[src/rtl/imem_uart_loader_if.sv]
// IMEM write port bundle between the serial loader
// and the instruction memory.
interface imem_uart_loader_if #(
  parameter int PC_WIDTH  = 12,
  parameter int OP_LENGTH = 32
);
  logic                 imem_we;
  logic [PC_WIDTH-1:0]  imem_addr;
  logic [OP_LENGTH-1:0] imem_wdata;

  modport master (
    output imem_we,
    output imem_addr,
    output imem_wdata
  );

  modport slave (
    input imem_we,
    input imem_addr,
    input imem_wdata
  );
endinterface

[src/rtl/imem_uart_loader.sv]
// UART 8N1 boot loader: fills IMEM with an image
// and holds the core in reset until it is complete.
module imem_uart_loader #(
  parameter int CLKS_PER_BIT = 868,
  parameter int PC_WIDTH     = 12,
  parameter int OP_LENGTH    = 32
) (
  input  logic               sysclk,
  input  logic               rst,
  input  logic               uart_rx,
  imem_uart_loader_if.master imem,
  output logic               cpu_hold,
  output logic               load_done,
  output logic               frame_err
);

  localparam int CW = $clog2(CLKS_PER_BIT);
  localparam logic [CW-1:0] HALF_M1 =
    CW'(CLKS_PER_BIT / 2 - 1);
  localparam logic [CW-1:0] FULL_M1 =
    CW'(CLKS_PER_BIT - 1);
  localparam logic [7:0] HDR = 8'hA5;

  typedef enum logic [1:0] {
    RX_IDLE, RX_START, RX_DATA, RX_STOP
  } rx_state_t;

  typedef enum logic [2:0] {
    WAIT_HDR, CNT_LO, CNT_HI, WORD, DONE
  } ld_state_t;

  logic            rx_s1;
  logic            rx_s2;
  logic            rx_d;

  rx_state_t       rx_state;
  logic [CW-1:0]   cnt;
  logic [2:0]      bit_idx;
  logic [7:0]      shreg;
  logic            brk;
  logic            byte_valid;
  logic            rx_ferr;

  ld_state_t       ld_state;
  logic [15:0]     n_words;
  logic [15:0]     word_cnt;
  logic [1:0]      byte_idx;
  logic [23:0]     asm_r;
  logic            last_wr;

  // Two-flop synchronizer plus one delay for edge detect
  always_ff @(posedge sysclk or posedge rst) begin
    if (rst) begin
      rx_s1 <= 1'b1;
      rx_s2 <= 1'b1;
      rx_d  <= 1'b1;
    end else begin
      rx_s1 <= uart_rx;
      rx_s2 <= rx_s1;
      rx_d  <= rx_s2;
    end
  end

  // Receiver: mid-bit sampling, LSB first, stop check
  always_ff @(posedge sysclk or posedge rst) begin
    if (rst) begin
      rx_state   <= RX_IDLE;
      cnt        <= '0;
      bit_idx    <= '0;
      shreg      <= '0;
      brk        <= 1'b0;
      byte_valid <= 1'b0;
      rx_ferr    <= 1'b0;
    end else begin
      byte_valid <= 1'b0;
      rx_ferr    <= 1'b0;
      unique case (rx_state)
        RX_IDLE: begin
          cnt <= '0;
          if (rx_d && !rx_s2)
            rx_state <= RX_START;
        end
        RX_START: begin
          if (cnt == HALF_M1) begin
            cnt      <= '0;
            bit_idx  <= '0;
            rx_state <= rx_s2 ? RX_IDLE : RX_DATA;
          end else begin
            cnt <= cnt + CW'(1);
          end
        end
        RX_DATA: begin
          if (cnt == FULL_M1) begin
            cnt     <= '0;
            shreg   <= {rx_s2, shreg[7:1]};
            bit_idx <= bit_idx + 3'd1;
            if (bit_idx == 3'd7)
              rx_state <= RX_STOP;
          end else begin
            cnt <= cnt + CW'(1);
          end
        end
        RX_STOP: begin
          if (brk) begin
            if (rx_s2) begin
              brk      <= 1'b0;
              rx_state <= RX_IDLE;
            end
          end else if (cnt == FULL_M1) begin
            cnt <= '0;
            if (rx_s2) begin
              byte_valid <= 1'b1;
              rx_state   <= RX_IDLE;
            end else begin
              rx_ferr <= 1'b1;
              brk     <= 1'b1;
            end
          end else begin
            cnt <= cnt + CW'(1);
          end
        end
      endcase
    end
  end

  // Loader: header, count, word assembly, IMEM writes
  always_ff @(posedge sysclk or posedge rst) begin
    if (rst) begin
      ld_state        <= WAIT_HDR;
      n_words         <= '0;
      word_cnt        <= '0;
      byte_idx        <= '0;
      asm_r           <= '0;
      last_wr         <= 1'b0;
      imem.imem_we    <= 1'b0;
      imem.imem_addr  <= '0;
      imem.imem_wdata <= '0;
      cpu_hold        <= 1'b1;
      load_done       <= 1'b0;
      frame_err       <= 1'b0;
    end else begin
      if (imem.imem_we) begin
        imem.imem_we   <= 1'b0;
        imem.imem_addr <= imem.imem_addr + PC_WIDTH'(4);
        if (last_wr) begin
          last_wr   <= 1'b0;
          load_done <= 1'b1;
          cpu_hold  <= 1'b0;
        end
      end
      if (rx_ferr) begin
        frame_err <= 1'b1;
        if (ld_state != DONE)
          ld_state <= WAIT_HDR;
      end else if (byte_valid) begin
        unique case (ld_state)
          WAIT_HDR, DONE: begin
            if (shreg == HDR) begin
              ld_state       <= CNT_LO;
              imem.imem_addr <= '0;
              byte_idx       <= '0;
              word_cnt       <= '0;
              frame_err      <= 1'b0;
              cpu_hold       <= 1'b1;
              load_done      <= 1'b0;
            end
          end
          CNT_LO: begin
            n_words[7:0] <= shreg;
            ld_state     <= CNT_HI;
          end
          CNT_HI: begin
            n_words[15:8] <= shreg;
            if ({shreg, n_words[7:0]} == 16'd0) begin
              ld_state  <= DONE;
              load_done <= 1'b1;
              cpu_hold  <= 1'b0;
            end else begin
              ld_state <= WORD;
            end
          end
          WORD: begin
            byte_idx <= byte_idx + 2'd1;
            if (byte_idx == 2'd3) begin
              imem.imem_we    <= 1'b1;
              imem.imem_wdata <= {shreg, asm_r};
              if (word_cnt + 16'd1 == n_words) begin
                ld_state <= DONE;
                last_wr  <= 1'b1;
              end else begin
                word_cnt <= word_cnt + 16'd1;
              end
            end else begin
              asm_r <= {shreg, asm_r[23:8]};
            end
          end
          default: ld_state <= WAIT_HDR;
        endcase
      end
    end
  end

endmodule

[src/flat_wrapper.sv]
// flat-port wrapper written by rule: the top's interface ports become plain ports
module imem_uart_loader_flat 
#(
  parameter int CLKS_PER_BIT = 868,
  parameter int PC_WIDTH     = 12,
  parameter int OP_LENGTH    = 32
)
  (sysclk, rst, uart_rx, cpu_hold, load_done, frame_err, imem_imem_we, imem_imem_addr, imem_imem_wdata);
  imem_uart_loader_if #(.PC_WIDTH(PC_WIDTH), .OP_LENGTH(OP_LENGTH)) imem_i ();
  input  logic sysclk;
  input  logic rst;
  input  logic uart_rx;
  output logic cpu_hold;
  output logic load_done;
  output logic frame_err;
  output wire logic [$bits(imem_i.imem_we)-1:0] imem_imem_we;
  output wire logic [$bits(imem_i.imem_addr)-1:0] imem_imem_addr;
  output wire logic [$bits(imem_i.imem_wdata)-1:0] imem_imem_wdata;
  assign imem_imem_we = imem_i.imem_we;
  assign imem_imem_addr = imem_i.imem_addr;
  assign imem_imem_wdata = imem_i.imem_wdata;
  imem_uart_loader #(.CLKS_PER_BIT(CLKS_PER_BIT), .PC_WIDTH(PC_WIDTH), .OP_LENGTH(OP_LENGTH)) u_core (.sysclk(sysclk), .rst(rst), .uart_rx(uart_rx), .imem(imem_i), .cpu_hold(cpu_hold), .load_done(load_done), .frame_err(frame_err));
endmodule
[config.mk]
export PLATFORM = sky130hd
export DESIGN_NAME = imem_uart_loader_flat
export DESIGN_NICKNAME = d
export VERILOG_FILES = /design/src/rtl/imem_uart_loader_if.sv /design/src/rtl/imem_uart_loader.sv /design/src/flat_wrapper.sv
export SDC_FILE = /design/constraint.sdc
export NUM_CORES = 1
export LEC_CHECK = 0
export ABC_AREA = 1
export CORE_MARGIN = 1.5
export CORE_UTILIZATION = 35
export CTS_CLUSTER_SIZE = 8
export DETAILED_ROUTE_END_ITERATION = 10
export HOLD_SLACK_MARGIN = 0.1
export PLACE_DENSITY = 0.53
export RECOVER_POWER = 100
export SLEW_MARGIN = 15
export SYNTH_ARGS = -nofsm -noshare
export SYNTH_HDL_FRONTEND = slang
export SYNTH_SLANG_ARGS = --single-unit
[constraint.sdc]
create_clock -name sysclk -period 9.5 [get_ports sysclk]
set_clock_uncertainty 0.15 [all_clocks]
set_input_delay 0.95 -clock sysclk [delete_from_list [all_inputs] [get_ports sysclk]]
set_output_delay 0.95 -clock sysclk [all_outputs]
set_load 0.02 [all_outputs]
== After elaboration in Yosys (flattened, before gate mapping) ==
Cells that the tools add are included.

* Add/subtract/negate cells: 5
* Equal/unequal tests: 27
* Muxes and demuxes: 72
* Bitwise gates (word level): 2
* Reduce and logical (&&, ||, !) cells: 22

{| class="wikitable"
|+ Operators with widths
! kind !! number
|-
| two-way mux 12 bit || 5
|-
| two-way mux 16 bit || 3
|-
| case mux 10 bit (4 select lines) || 1
|-
| two-way mux 1 bit || 35
|-
| case mux 16 bit (2 select lines) || 1
|-
| two-way mux 10 bit || 3
|-
| two-way mux 3 bit || 9
|-
| two-way mux 2 bit || 9
|-
| adder 16 x 1 -> 16 bit (second input constant) || 1
|-
| equality test 16 bit || 1
|-
| logical NOT 16 bit || 1
|-
| adder 12 x 3 -> 12 bit (second input constant) || 1
|-
| != test 2 x 1 -> 1 bit (second input constant) || 6
|-
| != test 3 x 1 -> 1 bit (second input constant) || 4
|-
| case mux 3 bit (4 select lines) || 1
|-
| AND reduction 3 bit || 4
|-
| AND reduction 4 bit || 3
|-
| adder 10 x 1 -> 10 bit (second input constant) || 1
|-
| equality test 10 bit (second input constant) || 1
|-
| equality test 10 x 9 -> 1 bit (second input constant) || 1
|-
| AND reduction 5 bit || 2
|-
| nonzero test 2 bit || 5
|-
| equality test 8 bit (second input constant) || 1
|-
| case mux 2 bit (4 select lines) || 1
|-
| 20 further kinds || 28
|}

* Flip-flop bits (word level): 139
* Input bits: 3
* Output and inout bits: 48

== Longest topological paths before layout ==
Gate-level depths: netlist (run 1).

* Depth after elaboration: 7
* Mapped depth: 16
* Mapped depth without buffers: 16

== Worst setup path after synthesis (run 1) ==
OpenSTA, ideal clock, no wires.

* Path type: reg2reg
* From: register u_core.word_cnt[0]
* To: register u_core.word_cnt[10]
* Arrival time: 1.802 ns
* Required time: 9.233 ns
* Setup slack: 7.430 ns
* Stages on the path, launching flop included: 16
* Buffers on the path: 1
* Path through: dfrtp_1 > ha_1 > nand2_1 > nor2_4 > nand2_1 > nor2_1 > nand2_1 > nand2_1 > nand2_1 > nand2_1 > nand2_2 > nor2_4 > nand3_2 > buf_2 > nand4_1 > nand2_1

* Longest elaborated chain between the ends: 4
* Elaborated cells on any way between the ends: 7
* Classes of those cells: add/sub (1); eq/ne (2); mux (3); reduce/logical (1)

{| class="wikitable"
|+ RTL lines
! element !! line !! RTL
|-
| from (decl) || imem_uart_loader.sv:46 || <nowiki>logic [15:0] word_cnt;</nowiki>
|-
| from (signal assigned) || imem_uart_loader.sv:191 || <nowiki>word_cnt <= word_cnt + 16'd1;</nowiki>
|-
| adder 16 x 1 -> 16 bit (*) || imem_uart_loader.sv:187, imem_uart_loader.sv:191 ||
|-
| equality test 16 bit or two-way mux 16 bit (tied branches) || imem_uart_loader.sv:187 || <nowiki>if (word_cnt + 16'd1 == n_words) begin</nowiki>
|-
| != test 2 bit (no source line) or two-way mux 16 bit (tied branches) || - ||
|-
| AND reduction 6 bit (no source line) or case mux 16 bit (2 select lines) (tied branches) || - ||
|}

Every way passes the cells marked *; elsewhere a longest branch is shown, timed or not. The select of a mux whose other input is x is not followed.
A chain may end at the register's enable or synchronous reset.

== Worst setup path in the final report (run 1) ==
* From: register u_core.ld_state[2]
* To: register u_core.word_cnt[6]

* Longest elaborated chain between the ends: 4
* Elaborated cells on any way between the ends: 10
* Classes of those cells: eq/ne (5); mux (1); reduce/logical (4)

{| class="wikitable"
|+ RTL lines
! element !! line !! RTL
|-
| from (decl) || imem_uart_loader.sv:44 || <nowiki>ld_state_t ld_state;</nowiki>
|-
| from (signal assigned) || imem_uart_loader.sv:129 || <nowiki>ld_state <= WAIT_HDR;</nowiki>
|-
| from (signal assigned) || imem_uart_loader.sv:154 || <nowiki>ld_state <= WAIT_HDR;</nowiki>
|-
| from (signal assigned) || imem_uart_loader.sv:159 || <nowiki>ld_state <= CNT_LO;</nowiki>
|-
| equality test 3 bit or logical NOT 3 bit (tied branches) || imem_uart_loader.sv:156 || <nowiki>unique case (ld_state)</nowiki>
|-
| OR reduction 2 bit || imem_uart_loader.sv:156 ||
|-
| != test 2 x 1 -> 1 bit (no source line) or nonzero test 2 bit (tied branches) || - ||
|-
| AND reduction 6 bit (no source line) || - ||
|}

Several ways; a longest one is shown, not always the timed one.

==> results of run 1 <==
[report_power, final]
group | internal (mW) | switching [mW] | leakage, nW | total [mW]
combinational | 0.0294 | 0.0647 | 1.48 | 0.0941
sequential | 0.595 | 0.00964 | 1.90 | 0.604
clock | 0.405 | 0.281 | 0.303 | 0.686
[cells by family (layout without fill, tap and decap cells)]
logic type / after synthesis / after routing / synth area share [%]
AO/OA/AOI/OAI: 119 / 119 / 9.60
XOR/XNOR: 7 / 7 / 0.941
adder cells (fa/ha/maj): 11 / 11 / 2.11
buffers and inverters: 116 / 178 / 6.99
flip-flops: 137 / 137 / 52.7
other: 1 / 2 / 0.0576
AND/OR/NAND/NOR: 407 / 407 / 27.6
[final cells by class]
| cell class | count | area [um^2] | area share, % |
|---|---|---|---|
| clock buffer | 18 | 439 | 5.64 |
| tap | 229 | 287 | 3.68 |
| clock inverter | 14 | 178 | 2.28 |
| multi-input combinational | 546 | 2590 | 33.3 |
| sequential | 137 | 3430 | 44.1 |
| timing repair buffer | 51 | 495 | 6.37 |
| inverter | 95 | 358 | 4.60 |
[worst paths after layout]
kind / from / endpoint / slack [ns] / cells after the start
max in group asynchronous: rst / u_core.ld_state[0] / 5.54 / 3
min in group asynchronous: rst / u_core.imem.imem_wdata[6] / 1.76 / 2
max reg2reg: u_core.ld_state[2] / u_core.word_cnt[6] / 5.49 / 9
min: u_core.rx_s1 / u_core.rx_s2 / 0.21 / 0
max: u_core.ld_state[2] / u_core.word_cnt[6] / 5.49 / 9
min reg2reg: u_core.rx_s1 / u_core.rx_s2 / 0.21 / 0
[flip-flops by register name, indices dropped and copies added, names as in the netlist, 2 cells and up]
register	flops
u_core.word_cnt	16
u_core.imem.imem_wdata	32
u_core.byte_idx	2
u_core.cnt	10
u_core.asm_r	24
u_core.n_words	16
u_core.imem.imem_addr	10
u_core.bit_idx	3
u_core.shreg	8
u_core.rx_state	2
u_core.ld_state	3
[layout by cell type (no fill, tap or decap), types with 2 or more instances in the layout]
| cell | netlist | final |
|---|---|---|
| o21ai_1 | 4 | 3 |
| nor3_1 | 13 | 13 |
| clkbuf_1 | 14 | 2 |
| nand3_1 | 41 | 42 |
| clkinv_1 | 2 | 2 |
| clkbuf_16 | 0 | 17 |
| nand4_1 | 26 | 26 |
| bufinv_16 | 0 | 2 |
| ha_1 | 11 | 11 |
| nor2_1 | 42 | 46 |
| nor4_1 | 4 | 4 |
| a211oi_1 | 2 | 2 |
| clkinv_4 | 0 | 4 |
| xor2_1 | 4 | 4 |
| or2_2 | 2 | 2 |
| inv_8 | 0 | 2 |
| dfrtp_1 | 133 | 133 |
| nor2_2 | 5 | 4 |
| o22ai_1 | 3 | 3 |
| xnor2_1 | 3 | 3 |
| nand3_2 | 3 | 2 |
| inv_6 | 0 | 5 |
| nand3b_1 | 4 | 4 |
| a21oi_1 | 19 | 19 |
| dlygate4sd3_1 | 0 | 48 |
| conb_1 | 1 | 2 |
| nor2_4 | 6 | 3 |
| inv_1 | 91 | 90 |
| o21ai_0 | 84 | 85 |
| nand2_1 | 257 | 258 |
| nand2_2 | 2 | 2 |
| dfstp_2 | 4 | 4 |
| inv_2 | 2 | 2 |
[critical path, stage by stage, from the launching register on]
cell and delay (ns):
dfrtp_1 0.39, inv_1 0.07, nand2_1 0.09, nor2_2 0.09
clkbuf_1 0.73, o21ai_0 0.32, nor2_1 1.05, nand2_1 0.74
nand2_1 0.19, nand2_1 0.07
[metrics by stage]
stage	std cells	utilization (%)	power, mW	setup slack [ns]	area [um^2]
after floorplan	799	-	0.686	4.74	6520
after global placement	1058	39.9	0.709	6.49	7220
after detailed placement	1058	39.9	0.710	6.50	7220
after CTS	1090	43.3	1.40	6.81	7840
after global routing	1090	43.0	1.44	4.84	7780
final	1090	43.0	1.38	5.49	7780
[metal layers]
metal	vias up	global-route usage, %	part of all wire (%)	routed length, um
li1	2676	-	-	-
met1	2393	23.7	52	7650
met2	69	23.9	44	6540
met3	7	3.96	3.4	502
met4	0	4.37	0.84	125
met5	-	0	0	0
==> metrics.csv, run 1 <==
stage,metric,value,unit
run_status,status,"finished, violations left",
run_status,violations,"design-rule violations, max-capacitance violations, max-slew violations",
detailed_routing,drc,1,
die,die_area,19400,um^2
yosys,synth_most_common_cell,nand2_1,
yosys,syn_area_per_cell,8.16,um^2
detailed_routing,wl,14.8,mm
yosys,async_reset_ff_share,100,%
yosys,synthTopCellsByCount,"257 x nand2_1, 133 x dfrtp_1, 91 x inv_1, 84 x o21ai_0, 42 x nor2_1",
sta,setup_viol,0,
die,ios,51,
detailed_routing,drt-vias-per-instance,4.72,
layout,antenna_cells,0,
layout,syn_to_final_growth,19.5,%
setup_path,critPathRequiredTime,9.65,ns
layout,filler_cell_count,1812,
yosys,synth_top_area_share,51.1,%
place,io_buffers,48,
global_routing,grt_pass1_wl,25.2,mm
power,powerDensity,178,nW/um^2
die,chipHeight,139,um
yosys,ys.flop_type,dfrtp_1,
cts,cts_tree,built,
detailed_routing,final_antenna_net_count,0,
detailed_routing,vias,5145,
setup_path,path_class,reg2reg,
sta,whs,0.206,ns
sta,rsz0062_at_grt,false,
setup_path,crit_fanout,18,
sta,min_period,4.01,ns
die,num_rows,49,
place,gp_congestion,0.804,
sta,slew_viol_final,182,
sta,hold_violations,0,
cts,cts_inserted_buffers,17,
yosys,yosys.area.top_type,dfrtp_1,
sta,worst_slew_pin_slew,3.19,ns
yosys,synth_edf_count,0,
yosys,synth_seq_cells,137,
global_routing,grt_start_max_net_pins,74,
cts,cts_sinks,137,
yosys,yosys-top-cells-area,"dfrtp_1 51%, nand2_1 15%, o21ai_0 6.5%",
yosys,ys_seq_area_share,52.7,%
cts,post_cts_buffers,0,
sta,relSlewSlack,-114,%
sta,timing.setup.tns,0,ns
yosys,synthCells,798,
detailed_routing,dr.pass1.iters,8,
global_routing,grt_overflow,0,
global_routing,track_usage,16.2,%
cts,cts_root_buf,clkbuf_16,
cts,clk_latency,0.42,ns
place,dp.final_hpwl,10.2,mm
layout,fin_nets,862,
global_routing,antenna_found_initial,0,
flow_run,max_cap_viol_count,3,
cts,clock_path_buffers,2,
cts,cts_htree_levels,4,
layout,drive_gt1_share,6.39,%
setup_path,crit_arrival,4.16,ns
die,initial_core_util,36.0,%
sta,fmax,0.250,GHz
setup_path,startpoint_type,flop,
hold_path,hold_class,reg2reg,
die,fp.dieW,139,um
yosys,ys_warn_count,0,
yosys,netlist_area,6510,um^2
cts,ctsHoldBuffers,0,
setup_path,worstSetupEndpointType,flop,
detailed_routing,wl_per_cell,13.6,um
cts,postCtsResizedCells,0,
detailed_routing,drtIter0Drc,322,
power,power_leakage,3.68,nW
yosys,synth_cell_types,39,
global_routing,grt_pass1_vias,4880,
die,coreArea,18100,um^2
power,ir_drop,0.000123,V
cts,clk_pin_slew,0.06,ns
sta,period_share,42.2,%
No activity file was read; power rests on OpenSTA's default activity.
==> run 2, diff against run 1 <==
==> constraint.sdc (replaced) <==
create_clock -name sysclk -period 4 [get_ports sysclk]
set_clock_uncertainty 0.15 [all_clocks]
set_input_delay 0.4 -clock sysclk [delete_from_list [all_inputs] [get_ports sysclk]]
set_output_delay 0.4 -clock sysclk [all_outputs]
set_load 0.02 [all_outputs]
==> run 2 against run 1 <==
Against the previous run: the flow still finishes with violations (design-rule violations, max-capacitance violations, max-slew violations); sequential cell count is the same; register-to-register slack lost 4.5 ns; core utilization grew 0.069 points; worst hold slack gained 0.0045 ns; non-clock buffer count grew 2; clock power grew 130%; final area grew 0.16%; wire length grew 1.0%; power grew 140%; final cell count grew 0.18%; critical endpoint is now u_core.asm_r[14]; largest cell class unchanged; highest routed layer unchanged.
==> metrics.csv, run 2 (synthesized netlist as in run 1, its figures left out) <==
stage,metric,value,unit,change
run_status,status,"finished, violations left",,unchanged
run_status,violations,"design-rule violations, max-capacitance violations, max-slew violations",,unchanged
layout,filler_cell_count,1771,,was 1812
place,io_buffers,48,,unchanged
setup_path,cp_cell_sequence,"inv_1, nand2_1, nor2_2, buf_4, inv_1, nor2_2, nand2_1, clkbuf_1, o21ai_0",,"was inv_1, nand2_1, nor2_2, clkbuf_1, o21ai_0, nor2_1, nand2_1, nand2_1, nand2_1"
sta,slew_viol_final,49,,was 182
setup_path,r2r-start,u_core.ld_state[2],,unchanged
global_routing,track_usage,16.6,%,was 16.2%
hold_path,min_to,u_core.rx_s2,,unchanged
global_routing,use_met3,4.85,%,was 3.96%
detailed_routing,drtIter0Drc,380,,was 322
detailed_routing,dr.pass1.iters,8,,unchanged
detailed_routing,vias,5170,,was 5145
sta,rsz0062_at_grt,false,,unchanged
setup_path,crit_fanout,48,,was 18
cts,cts_htree_levels,4,,unchanged
setup_path,worst-r2r-cell-count,9,,unchanged
layout,regMostFlops,u_core.imem.imem_wdata,,unchanged
sta,period_share,74.8,%,was 42.2%
sta,fmax,0.334,GHz,was 0.250 GHz
sta,setup_ws,1.01,ns,was 5.49 ns
sta,hold_violations,0,,unchanged
cts,cts_inserted_buffers,17,,unchanged
setup_path,critical_path_buf_inv_count,4,,was 2
layout,syn_to_final_growth,19.7,%,was 19.5%
layout,fin_nets,864,,was 862
setup_path,path_delay_family,buffers and inverters,,was simple AND/OR/NAND/NOR gates
global_routing,met2_usage,23.9,%,about the same
cts,clk_pin_slew,0.07,ns,was 0.06 ns
layout,register_area,3430,um^2,unchanged
layout,final_common_cell,nand2_1,,unchanged
cts,clock_path_buffers,2,,unchanged
sta,worst_slew_pin_slew,1.66,ns,was 3.19 ns
setup_path,startpoint_type,flop,,unchanged
setup_path,crit_arrival,3.09,ns,was 4.16 ns
layout,drive_gt1_share,6.72,%,was 6.39%
sta,min_period,2.99,ns,was 4.01 ns
global_routing,top_usage_layer,met1,,was met2
place,dp.final_hpwl,10.5,mm,was 10.2 mm
flow_run,max_cap_viol_count,1,,was 3
die,num_rows,49,,unchanged
detailed_routing,wl,15.0,mm,was 14.8 mm
die,fp.dieW,139,um,unchanged
setup_path,r2r_slack,1.01,ns,was 5.49 ns
cts,cts_sinks,137,,unchanged
global_routing,grt_pass1_vias,4974,,was 4880
die,coreArea,18100,um^2,unchanged
cts,ctsHoldBuffers,0,,unchanged
cts,cts_root_buf,clkbuf_16,,unchanged
setup_path,worstSetupEndpointType,flop,,unchanged
setup_path,path_class,reg2reg,,unchanged
power,ir_drop,0.000307,V,was 0.000123 V
place,gp_congestion,0.846,,was 0.804
global_routing,grt_start_max_net_pins,92,,was 74
hold_path,worstHoldStart,u_core.rx_s1,,unchanged
setup_path,r2r-end,u_core.asm_r[14],,was u_core.word_cnt[6]
sta,timing.setup.tns,0,ns,unchanged
setup_path,slowest_delay,1.20,ns,was 1.05 ns
setup_path,crit_slowest_cell,clkbuf_1,,was nor2_1
cts,post_cts_buffers,0,,unchanged
hold_path,hold_class,reg2reg,,unchanged
place,place_ws,1.42,ns,was 6.50 ns
cts,cts_tree,built,,unchanged
sta,relSlewSlack,-11.0,%,was -114%
cts,clk_latency,0.43,ns,was 0.42 ns
detailed_routing,drc,1,,unchanged
layout,largestRegisters,"u_core.imem.imem_wdata (32), u_core.asm_r (24)",,unchanged
power,powerDensity,418,nW/um^2,was 178 nW/um^2
global_routing,grt_use_met1,24.2,%,was 23.7%
die,die_area,19400,um^2,unchanged
sta,setup_viol,0,,unchanged
die,initial_core_util,36.0,%,unchanged
detailed_routing,wl_per_cell,13.7,um,was 13.6 um
layout,final_cell_mix,"258 x nand2_1, 133 x dfrtp_1, 90 x inv_1",,unchanged
detailed_routing,final_antenna_net_count,0,,unchanged
layout,antenna_cells,0,,unchanged
global_routing,antenna_found_initial,0,,unchanged
cts,postCtsResizedCells,0,,unchanged
power,power_leakage,3.69,nW,was 3.68 nW
die,chipHeight,139,um,unchanged
die,ios,51,,unchanged
setup_path,critPathRequiredTime,4.09,ns,was 9.65 ns
layout,multi_input_area,2590,um^2,about the same
global_routing,grt_pass1_wl,25.7,mm,was 25.2 mm
detailed_routing,drt-vias-per-instance,4.73,,was 4.72
global_routing,grt_overflow,0,,unchanged
layout,largest_reg_flops,32,,unchanged
hold_path,min_delay_path_depth,0,,unchanged
[run 2: how the worst max path moves through the flow]
stage | startpoint | end | slack, ns | depth (start not counted)
floorplan | rst | u_core.asm_r[0] | 1.75 | 1
detailed placement | u_core.word_cnt[0] | u_core.ld_state[0] | 1.42 | 16
finish | u_core.ld_state[2] | u_core.asm_r[14] | 1.01 | 9
global route | u_core.ld_state[2] | u_core.asm_r[6] | 0.60 | 9
CTS | u_core.word_cnt[0] | u_core.ld_state[1] | 1.41 | 16
global placement | u_core.word_cnt[0] | u_core.ld_state[1] | 1.49 | 16
[run 2: cell type report]
type,count,area share [%]
multi-input combinational,546,33.3
inverter,95,4.59
tap,229,3.68
timing repair buffer,53,6.71
clock inverter,15,2.23
sequential,137,44.1
clock buffer,17,5.46
[run 2: worst reg2reg max path, cell delays in order (launching register included)]
cell and delay [ns]:
dfrtp_1 0.39, inv_1 0.07, nand2_1 0.11, nor2_2 0.04
buf_4 0.19, inv_1 0.26, nor2_2 0.10, nand2_1 0.08
clkbuf_1 1.20, o21ai_0 0.23
[run 2: per-stage QoR]
stage | cells | total power [mW] | instance area [um^2] | hold slack, ns | util, %
after floorplan | 799 | 1.63 | 6520 | 0.195 | -
after global placement | 1060 | 1.68 | 7240 | 0.196 | 40.1
after detailed placement | 1060 | 1.68 | 7240 | 0.198 | 40.1
after global routing | 1092 | 3.39 | 7790 | 0.221 | 43.1
after CTS | 1092 | 3.30 | 7840 | 0.207 | 43.4
final | 1092 | 3.26 | 7790 | 0.211 | 43.1
[run 2: routing by layer]
metal | part of all wire, % | vias up
met5 | 0 | -
met4 | 1.1 | 0
met3 | 4.5 | 17
met2 | 43 | 89
met1 | 51 | 2379
li1 | - | 2685
[run 2: report_power, final]
part           total [mW]  switching, mW  internal, mW
registers            1.43         0.0223          1.41
clock network        1.60          0.710         0.895
logic               0.218          0.148        0.0702
total                3.26          0.880          2.38
==> run 3, diff against run 2 <==
--- a/config.mk
+++ b/config.mk
@@ -11,7 +11,7 @@
 export CTS_CLUSTER_SIZE = 8
 export DETAILED_ROUTE_END_ITERATION = 10
 export HOLD_SLACK_MARGIN = 0.1
-export PLACE_DENSITY = 0.53
+export PLACE_DENSITY = 0.55
 export RECOVER_POWER = 100
 export SLEW_MARGIN = 15
 export SYNTH_ARGS = -nofsm -noshare
==> constraint.sdc (replaced) <==
create_clock -name sysclk -period 2.5 [get_ports sysclk]
set_clock_uncertainty 0.15 [all_clocks]
set_input_delay 0.25 -clock sysclk [delete_from_list [all_inputs] [get_ports sysclk]]
set_output_delay 0.25 -clock sysclk [all_outputs]
set_load 0.02 [all_outputs]
==> run 3 against run 2 <==
Against the previous run: the flow finishes with violations (design-rule violations); power rose by 59%; non-clock buffer count is 12 higher; worst hold slack improved by 0.0082 ns; combinational power is 62% higher; fmax rose by 30%; first-iteration DRC count increased by 20%; die area unchanged; sequential power is 61% higher.
==> metrics.csv, run 3 (synthesized netlist as in run 1, its figures left out) <==
stage,metric,value,unit,change
setup_path,startpoint_type,flop,,unchanged
cts,cts_htree_levels,4,,unchanged
layout,antenna_cells,0,,unchanged
sta,relSlewSlack,42.9,%,was -11.0%
global_routing,grt_pass1_wl,25.6,mm,was 25.7 mm
layout,drive_gt1_share,8.69,%,was 6.72%
place,dp.final_hpwl,10.8,mm,was 10.5 mm
hold_path,hold_class,reg2reg,,unchanged
global_routing,antenna_found_initial,0,,unchanged
layout,final_cell_mix,"255 x nand2_1, 132 x dfrtp_1, 90 x inv_1",,"was 258 x nand2_1, 133 x dfrtp_1, 90 x inv_1"
setup_path,r2r-start,u_core.word_cnt[1],,was u_core.ld_state[2]
global_routing,grt_start_max_net_pins,58,,was 92
detailed_routing,dr.pass1.iters,8,,unchanged
global_routing,grt_pass1_vias,4982,,was 4974
setup_path,critPathRequiredTime,2.66,ns,was 4.09 ns
sta,whs,0.219,ns,was 0.211 ns
detailed_routing,final_antenna_net_count,0,,unchanged
layout,final_common_cell,nand2_1,,unchanged
detailed_routing,drt-vias-per-instance,4.76,,was 4.73
layout,largest_reg_flops,32,,unchanged
cts,clk_pin_slew,0.06,ns,was 0.07 ns
cts,cts_inserted_buffers,17,,unchanged
detailed_routing,drc,1,,unchanged
global_routing,grt_overflow,0,,unchanged
detailed_routing,wl_per_cell,13.5,um,was 13.7 um
cts,cts_sinks,137,,unchanged
sta,worst_slew_pin_slew,0.852,ns,was 1.66 ns
sta,setup_viol,0,,unchanged
die,fp.dieW,139,um,unchanged
die,chipHeight,139,um,unchanged
sta,rsz0062_at_grt,false,,unchanged
flow_run,max_cap_viol_count,0,,was 1
place,io_buffers,48,,unchanged
layout,fin_nets,876,,was 864
layout,syn_to_final_growth,21.9,%,was 19.7%
die,initial_core_util,36.0,%,unchanged
layout,fin_util,43.9,%,was 43.1%
hold_path,worstHoldStart,u_core.rx_s1,,unchanged
die,num_rows,49,,unchanged
run_status,status,"finished, violations left",,unchanged
cts,clk_latency,0.42,ns,was 0.43 ns
setup_path,worstSetupEndpointType,flop,,unchanged
detailed_routing,wl,14.9,mm,was 15.0 mm
die,die_area,19400,um^2,unchanged
place,dp_cells,1069,,was 1060
sta,setup_ws,0.194,ns,was 1.01 ns
setup_path,crit_arrival,2.47,ns,was 3.09 ns
layout,multi_input_area,2640,um^2,was 2590 um^2
sta,slew_viol_final,0,,was 49
cts,cts_tree,built,,unchanged
place,place_ws,0.182,ns,was 1.42 ns
layout,regMostFlops,u_core.imem.imem_wdata,,unchanged
layout,register_area,3430,um^2,about the same
power,ir_drop,0.000490,V,was 0.000307 V
cts,clock_path_buffers,2,,unchanged
place,gp_congestion,0.831,,was 0.846
sta,period_share,92.3,%,was 74.8%
power,power_leakage,3.75,nW,was 3.69 nW
setup_path,path_class,reg2reg,,unchanged
sta,fmax,0.434,GHz,was 0.334 GHz
sta,timing.setup.tns,0,ns,unchanged
layout,largestRegisters,"u_core.imem.imem_wdata (32), u_core.asm_r (24)",,unchanged
power,powerDensity,652,nW/um^2,was 418 nW/um^2
detailed_routing,drtIter0Drc,457,,was 380
layout,filler_cell_count,1780,,was 1771
setup_path,crit_fanout,13,,was 48
cts,cts_root_buf,clkbuf_16,,unchanged
setup_path,worstSetupStartpoint,u_core.word_cnt[1],,was u_core.ld_state[2]
global_routing,track_usage,16.4,%,was 16.6%
run_status,violations,design-rule violations,,"was design-rule violations, max-capacitance violations, max-slew violations"
detailed_routing,vias,5253,,was 5170
die,coreArea,18100,um^2,unchanged
die,ios,51,,unchanged
layout,final_cells,1104,,was 1092
sta,min_period,2.31,ns,was 2.99 ns
sta,hold_violations,0,,unchanged
run 3: changes by cell type in the layout (fill, tap and decap cells not counted), sizes merged:
cell,change
buf,+6
clkbuf,+4
clkinv,+2
dlygate4sd3,+2
inv,-2
run 3: worst paths after layout:
check	endpoint	slack, ns	cells past startpoint
max	u_core.word_cnt[5]	0.19	15
min	u_core.rx_s2	0.22	0
max reg2reg	u_core.word_cnt[5]	0.19	15
min reg2reg	u_core.rx_s2	0.22	0
max in group asynchronous	u_core.cpu_hold	0.38	4
min in group asynchronous	u_core.bit_idx[1]	0.81	3
run 3: area by class of cell:
type	count	area share, %
clock buffers	17	5.36
inverters	95	4.51
well taps	229	3.61
multi-input cells	546	33.2
repair buffers	65	7.80
clock inverters	15	2.25
flip-flops and latches	137	43.3
run 3: what timing repair did:
action | in CTS | in global routing
resized for setup | 0 | 5
hold endpoints to repair | 14 | 0
setup buffers | 0 | 1
hold buffers | 2 | 0
setup endpoints to repair | 0 | 20
run 3: stage by stage:
| step | area [um^2] | power (mW) |
|---|---|---|
| global placement | 7350 | 2.70 |
| global route | 7940 | 5.41 |
| CTS | 7970 | 5.27 |
| finish | 7940 | 5.18 |
| detailed placement | 7350 | 2.70 |
| floorplan | 6520 | 2.61 |
run 3: critical path, stage by stage, from the launching register on:
cell and delay, ns:
dfrtp_1 0.39, buf_4 0.13, nand2_1 0.05, nor2_2 0.27, nand2_2 0.14, clkinv_1 0.09, nand3_2 0.07, nand2_1 0.08
nand2_1 0.05, nand2_1 0.10, nand2_2 0.07, nor2_4 0.14, nand3_2 0.09, buf_4 0.20, nand4_1 0.10, nand2_1 0.06
run 3: power breakdown:
group / switching (mW) / internal (mW) / leakage [nW] / total (mW)
Sequential: 0.0400 / 2.26 / 1.89 / 2.30
Clock: 1.09 / 1.43 / 0.294 / 2.52
Combinational: 0.238 / 0.115 / 1.56 / 0.353
run 3: metal layers:
metal  track usage [%]  part of all wire [%]  vias up
li1                  -                     -     2714
met1              23.7                    51     2428
met2              24.2                    44       96
met3              4.16                   4.1       15
met4              5.10                   1.3        0
met5                 0                     0        -
